$ cat src/rtl/scaler_hist_buf_pkg.sv
// rtl/scaler_hist_buf_pkg.sv - shared scaler constants: discr_scaler widths and history entry layout
// Contents: discr_scaler count width, history entry field widths/offsets
// (count at LSBs, then valid, then seq), overflow counter width.
package scaler_hist_buf_pkg;

  // discr_scaler side
  localparam int DS_N_WIDTH = 16;  // width of discr_scaler n_pedge_out

  // history entry layout: {seq, valid, count}
  localparam int HB_SEQ_W     = 8;
  localparam int HB_VALID_W   = 1;
  localparam int HB_COUNT_LSB = 0;
  localparam int HB_OVF_W     = 16;

  function automatic int hb_valid_lsb(input int n_width);
    return HB_COUNT_LSB + n_width;
  endfunction

  function automatic int hb_seq_lsb(input int n_width);
    return hb_valid_lsb(n_width) + HB_VALID_W;
  endfunction

  function automatic int hb_entry_w(input int n_width);
    return hb_seq_lsb(n_width) + HB_SEQ_W;
  endfunction

endpackage

$ cat src/rtl/sdp_ram.sv
// rtl/sdp_ram.sv - simple dual-port RAM, registered read with 1-cycle latency
// Ports: clk; rst clears only the read register (array is not reset);
// we/waddr/wdata write port; re/raddr read port; rdata holds its value
// until the next re. A same-address read and write returns the old word.
module sdp_ram #(
  parameter int P_WIDTH     = 25,
  parameter int P_ADDR_BITS = 4
) (
  input  logic                   clk,
  input  logic                   rst,
  input  logic                   we,
  input  logic [P_ADDR_BITS-1:0] waddr,
  input  logic [P_WIDTH-1:0]     wdata,
  input  logic                   re,
  input  logic [P_ADDR_BITS-1:0] raddr,
  output logic [P_WIDTH-1:0]     rdata
);

  logic [P_WIDTH-1:0] mem [1<<P_ADDR_BITS];

  always_ff @(posedge clk) begin
    if (we) mem[waddr] <= wdata;
  end

  always_ff @(posedge clk) begin
    if (rst)     rdata <= '0;
    else if (re) rdata <= mem[raddr];
  end

endmodule

$ cat src/rtl/scaler_hist_buf.sv
// rtl/scaler_hist_buf.sv - history FIFO of discr_scaler update results
// Ports: clk, rst (sync, active high); update_in/valid_in/n_pedge_in update
// strobe and payload; flush empties the buffer; rd_req -> rd_ack one cycle
// later with rd_data {seq, valid, count} and rd_err (empty or flushed);
// fill entry count; latest last valid count; overflow_cnt saturating drops.
module scaler_hist_buf
  import scaler_hist_buf_pkg::*;
#(
  parameter int P_N_WIDTH    = DS_N_WIDTH,
  parameter int P_DEPTH_LOG2 = 4
) (
  input  logic                      clk,
  input  logic                      rst,
  input  logic                      update_in,
  input  logic                      valid_in,
  input  logic [P_N_WIDTH-1:0]      n_pedge_in,
  input  logic                      flush,
  input  logic                      rd_req,
  output logic                      rd_ack,
  output logic [P_N_WIDTH+8:0]      rd_data,
  output logic                      rd_err,
  output logic [P_DEPTH_LOG2:0]     fill,
  output logic [P_N_WIDTH-1:0]      latest,
  output logic [HB_OVF_W-1:0]       overflow_cnt
);

  localparam int EW    = hb_entry_w(P_N_WIDTH);
  localparam int DEPTH = 1 << P_DEPTH_LOG2;
  localparam logic [P_DEPTH_LOG2:0] FILL_FULL = (P_DEPTH_LOG2 + 1)'(DEPTH);
  localparam logic [HB_OVF_W-1:0]   OVF_ONE   = 1;
  localparam logic [HB_OVF_W-1:0]   OVF_MAX   = '1;

  logic [P_DEPTH_LOG2-1:0] wr_ptr, rd_ptr;
  logic [P_DEPTH_LOG2:0]   fill_q;
  logic [HB_SEQ_W-1:0]     seq;
  logic [P_N_WIDTH-1:0]    latest_q;
  logic [HB_OVF_W-1:0]     ovf_q;
  logic                    ack_q, err_q;
  logic                    data_zero;  // last response was an error (or reset): present zeros
  logic [EW-1:0]           ram_q;
  logic [EW-1:0]           wr_entry;

  logic rd_take, wr_take, drop;

  // A read frees a slot in the same cycle, so a full buffer still accepts
  // a write alongside a read. An empty buffer never bypasses a write to a
  // same-cycle read. Flush overrides both.
  always_comb begin
    rd_take  = rd_req && !flush && (fill_q != '0);
    wr_take  = update_in && !flush && ((fill_q != FILL_FULL) || rd_take);
    drop     = update_in && !flush && (fill_q == FILL_FULL) && !rd_take;
    wr_entry = {seq, valid_in, n_pedge_in};
  end

  sdp_ram #(
    .P_WIDTH    (EW),
    .P_ADDR_BITS(P_DEPTH_LOG2)
  ) u_ram (
    .clk  (clk),
    .rst  (rst),
    .we   (wr_take && !rst),
    .waddr(wr_ptr),
    .wdata(wr_entry),
    .re   (rd_take && !rst),
    .raddr(rd_ptr),
    .rdata(ram_q)
  );

  always_ff @(posedge clk) begin
    if (rst) begin
      wr_ptr    <= '0;
      rd_ptr    <= '0;
      fill_q    <= '0;
      seq       <= '0;
      latest_q  <= '0;
      ovf_q     <= '0;
      ack_q     <= 1'b0;
      err_q     <= 1'b0;
      data_zero <= 1'b1;
    end else begin
      ack_q <= rd_req;
      if (rd_req) begin
        err_q     <= !rd_take;
        data_zero <= !rd_take;
      end

      if (update_in) begin
        seq <= seq + 8'd1;
        if (valid_in) latest_q <= n_pedge_in;
      end

      if (drop && (ovf_q != OVF_MAX)) ovf_q <= ovf_q + OVF_ONE;

      if (flush) begin
        wr_ptr <= '0;
        rd_ptr <= '0;
        fill_q <= '0;
      end else begin
        if (wr_take) wr_ptr <= wr_ptr + 1'b1;
        if (rd_take) rd_ptr <= rd_ptr + 1'b1;
        fill_q <= fill_q + (P_DEPTH_LOG2 + 1)'(wr_take) - (P_DEPTH_LOG2 + 1)'(rd_take);
      end
    end
  end

  assign rd_ack       = ack_q;
  assign rd_err       = err_q;
  assign rd_data      = data_zero ? '0 : ram_q;
  assign fill         = fill_q;
  assign latest       = latest_q;
  assign overflow_cnt = ovf_q;

endmodule

$ cat config.mk
export PLATFORM = sky130hd
export DESIGN_NAME = scaler_hist_buf
export DESIGN_NICKNAME = d
export VERILOG_FILES = /design/src/rtl/scaler_hist_buf_pkg.sv /design/src/rtl/sdp_ram.sv /design/src/rtl/scaler_hist_buf.sv
export SDC_FILE = /design/constraint.sdc
export NUM_CORES = 1
export LEC_CHECK = 0
export CAP_MARGIN = 20
export CORE_ASPECT_RATIO = 0.6
export CORE_MARGIN = 4
export CORE_UTILIZATION = 40
export DETAILED_ROUTE_END_ITERATION = 12
export GPL_ROUTABILITY_DRIVEN = 1
export MAX_ROUTING_LAYER = met4
export SETUP_SLACK_MARGIN = 0.1
export SLEW_MARGIN = 30
export SYNTH_ARGS = -nofsm -noshare
export SYNTH_HDL_FRONTEND = slang
export SYNTH_SLANG_ARGS = --single-unit
$ cat constraint.sdc
create_clock -name clk -period 7 [get_ports clk]
set_clock_uncertainty 0.2 [all_clocks]
set_input_delay 1.4 -clock clk [delete_from_list [all_inputs] [get_ports clk]]
set_output_delay 1.4 -clock clk [all_outputs]
set_load 0.05 [all_outputs]
==> results.toml <==
[outcome]
status = "completed"

[setup_path]
worstPathArrival_ps = 4260
cp_top_family = "simple AND/OR/NAND/NOR gates"
worstSetupEndpointType = "flop"
cp.required_ps = 7030
cp_max_fo = 15
worstSetupPathType = "input port to flop"
crit_path_cell_trace = "clkdlybuf4s50_1 > nand2b_1 > a211oi_1 > nand2_1 > nor3_4 > buf_4"
slowest_stage = "clkdlybuf4s50_1"
cpPeakStageDelay_ps = 700
setup.worst_path.start_class = "input port"
cp.buffers_inverters = 2

[sta]
period_share_pct = 60.4
slew_headroom_pct = 37.6
fin_crit_ps = 4230
worst_hold_slack_ps = 253
rsz0062_at_grt = "false"
final_hold_viol_count = 0
worstMarginPinSlew_ps = 936
drv_slew = 0
tns_ps = 0
max_freq_mhz = 236
setup_viol = 0

[route]
routed_wl_um = 41700
wl_per_cell_um = 23.5
drcViolationCount = 0
drt_pass1_iterations = 5
drt_iter0_drc = 867
via_per_inst = 5.42
vias = 9594
ant_nets = 0

[clock_network]
cts_resized = 0
cts_buffer_depth = 3
clk_latency_ps = 550
cts_buffers = 45
clk_pin_slew_ps = 60
clock_sinks = 481
cts_max_level = 2
cts_hold_buffers = 0
cts_setup_buffers = 0
cts_tree = "done"
cts_root_buf = "clkbuf_16"

[synthesis]
netlist_area_mm2 = 0.0186
ys_seq_area_share_pct = 73.2
ys_ff_latch = 481
yosys.cell_types.count = 48
yosysMostFrequentCell = "edfxtp_1"
synth_area_per_cell_um2 = 18.5
synth.largest_area_cell = "edfxtp_1"
ys_async_sr_fraction_pct = 0
synth_edf_count = 400
synth_commonest_cells = "400 x edfxtp_1, 100 x mux4_2, 81 x dfxtp_1, 58 x nor2_1, 47 x nand2_1"
synth_area_leaders = "edfxtp_1 64%, mux4_2 12%, dfxtp_1 8.7%, mux2_2 1.5%, mux2i_1 1.5%"
synth.net_count = 1040
ys_warn_count = 0
ys.flop_type = "edfxtp_1"
syn_inst = 1005
synth.top_cell.area_share_pct = 64.5

[die]
rows = 60
coreArea_mm2 = 0.0454
boundaryPins = 86
die_x_um = 287
dieArea_mm2 = 0.0502
die_y_um = 175
start_util_pct = 41.0

[layout]
stdcell_area_mm2 = 0.0221
drive_gt1_share_pct = 22.0
fin_nets = 1147
areaGrowthSynthToFinish_pct = 18.4
final_cells = 1769
fillers = 3753
diodes = 0

[grt]
grt-ovfl-total = 0
antenna_found_initial = 0
grt_pass1_wl_um = 62800
grt_pass1_vias = 9511
grt_max_degree = 61
grt_util_all_layers_pct = 17.1

[power_and_ir_drop]
max-vdd-ir-drop_uv = 215
seqPwrFrac_pct = 54.6
p_leak_nw = 6.89
p_per_area_mw_per_mm2 = 261
switching_share_pct = 20.9
p_sw_mw = 1.20
clock_power_share_pct = 41.6
p_int_mw = 4.55
pwr-share-comb_pct = 3.9

[place]
io_buffer_count = 85
placed_area_mm2 = 0.0205
place_inst = 1682
dpl.hpwl_um = 25100
gp_congestion = 0.758

[run]
max_cap_violations = 0

[worst_hold_path]
hold_path_class = "flop to flop"
[worst reg2reg max path, stage by stage (launching register included)]
cell	delay [ps]
dfxtp_1	380
inv_1	80
ha_1	220
nor3b_2	230
a211oi_1	530
nand2_1	380
nor3_4	630
buf_4	410
[cells by family after synthesis]
group                      Yosys count  share of synthesized area, %
adders and majority gates           13                         0.913
AOI/OAI and AO/OA                   89                          3.34
buffers and inverters               61                          1.52
xor gates and xnor gates            15                         0.705
DFF                                481                          73.2
and+or+nand+nor                    193                          5.25
muxes                              153                          15.1
[placed cells by master, fill, tap and decap left out, types with 12 or more instances in the layout]
cell type / synthesis / final
edfxtp_1: 400 / 400
mux4_2: 100 / 100
clkdlybuf4s50_1: 0 / 84
dfxtp_1: 81 / 77
nand2_1: 47 / 47
clkbuf_16: 0 / 47
nor2_1: 58 / 46
a21oi_1: 38 / 38
nor2b_1: 28 / 28
mux2i_1: 28 / 28
mux2_2: 25 / 25
a221o_1: 20 / 20
nor2_4: 0 / 12
ha_1: 12 / 12
buf_4: 0 / 12
[flip-flops by register name, summed over array words and instances (netlist names)]
signal,cells
fill,5
latest,16
u_ram.rdata,25
wr_ptr,4
rd_err,1
seq,8
u_ram.mem,400
data_zero,1
rd_ptr,4
overflow_cnt,16
rd_ack,1
[stage by stage]
stage	worst slack (ps)	utilization [%]	power (mW)
finish	2770	48.6	5.75
global route	2600	48.6	5.96
floorplan	2400	-	3.33
global placement	1990	44.6	3.42
CTS	2560	48.4	5.81
detailed placement	1970	45.2	3.42
[path summary, 6_finish.rpt]
check	from	end	slack (ps)	cells after the start
max reg2reg	fill[2]	u_ram.mem[3][4]	3620	7
min reg2reg	latest[5]	latest[5]	250	2
min	latest[5]	latest[5]	250	2
max	update_in	u_ram.mem[3][4]	2770	6
[routing by layer]
layer  vias to the layer above  GRT usage [%]  part of all wire (%)
met5                         -              -                     0
met4                         0           3.12                   1.4
met3                        47           2.91                   4.8
met2                       231           24.3                    44
met1                      5061           26.2                    50
li1                       4255              -                     -
[power groups by stage]
| stage | sequential, mW | clock [mW] | combinational, mW |
|---|---|---|---|
| after floorplan | 3.21 | 0 | 0.112 |
| after global placement | 3.20 | 0 | 0.219 |
| after detailed placement | 3.20 | 0 | 0.222 |
| after CTS | 3.14 | 2.45 | 0.222 |
| after global routing | 3.14 | 2.58 | 0.241 |
| final | 3.14 | 2.39 | 0.223 |
[area by class of cell]
class	count	area [µm²]	area share (%)
clock inverters	23	169	0.765
flip-flops and latches	481	13600	61.8
clock buffers	61	1270	5.75
well taps	620	776	3.52
multi-input cells	463	4850	22.0
repair buffers	112	1320	6.00
inverters	9	33.8	0.153
Power figures use the tool's default switching activity.
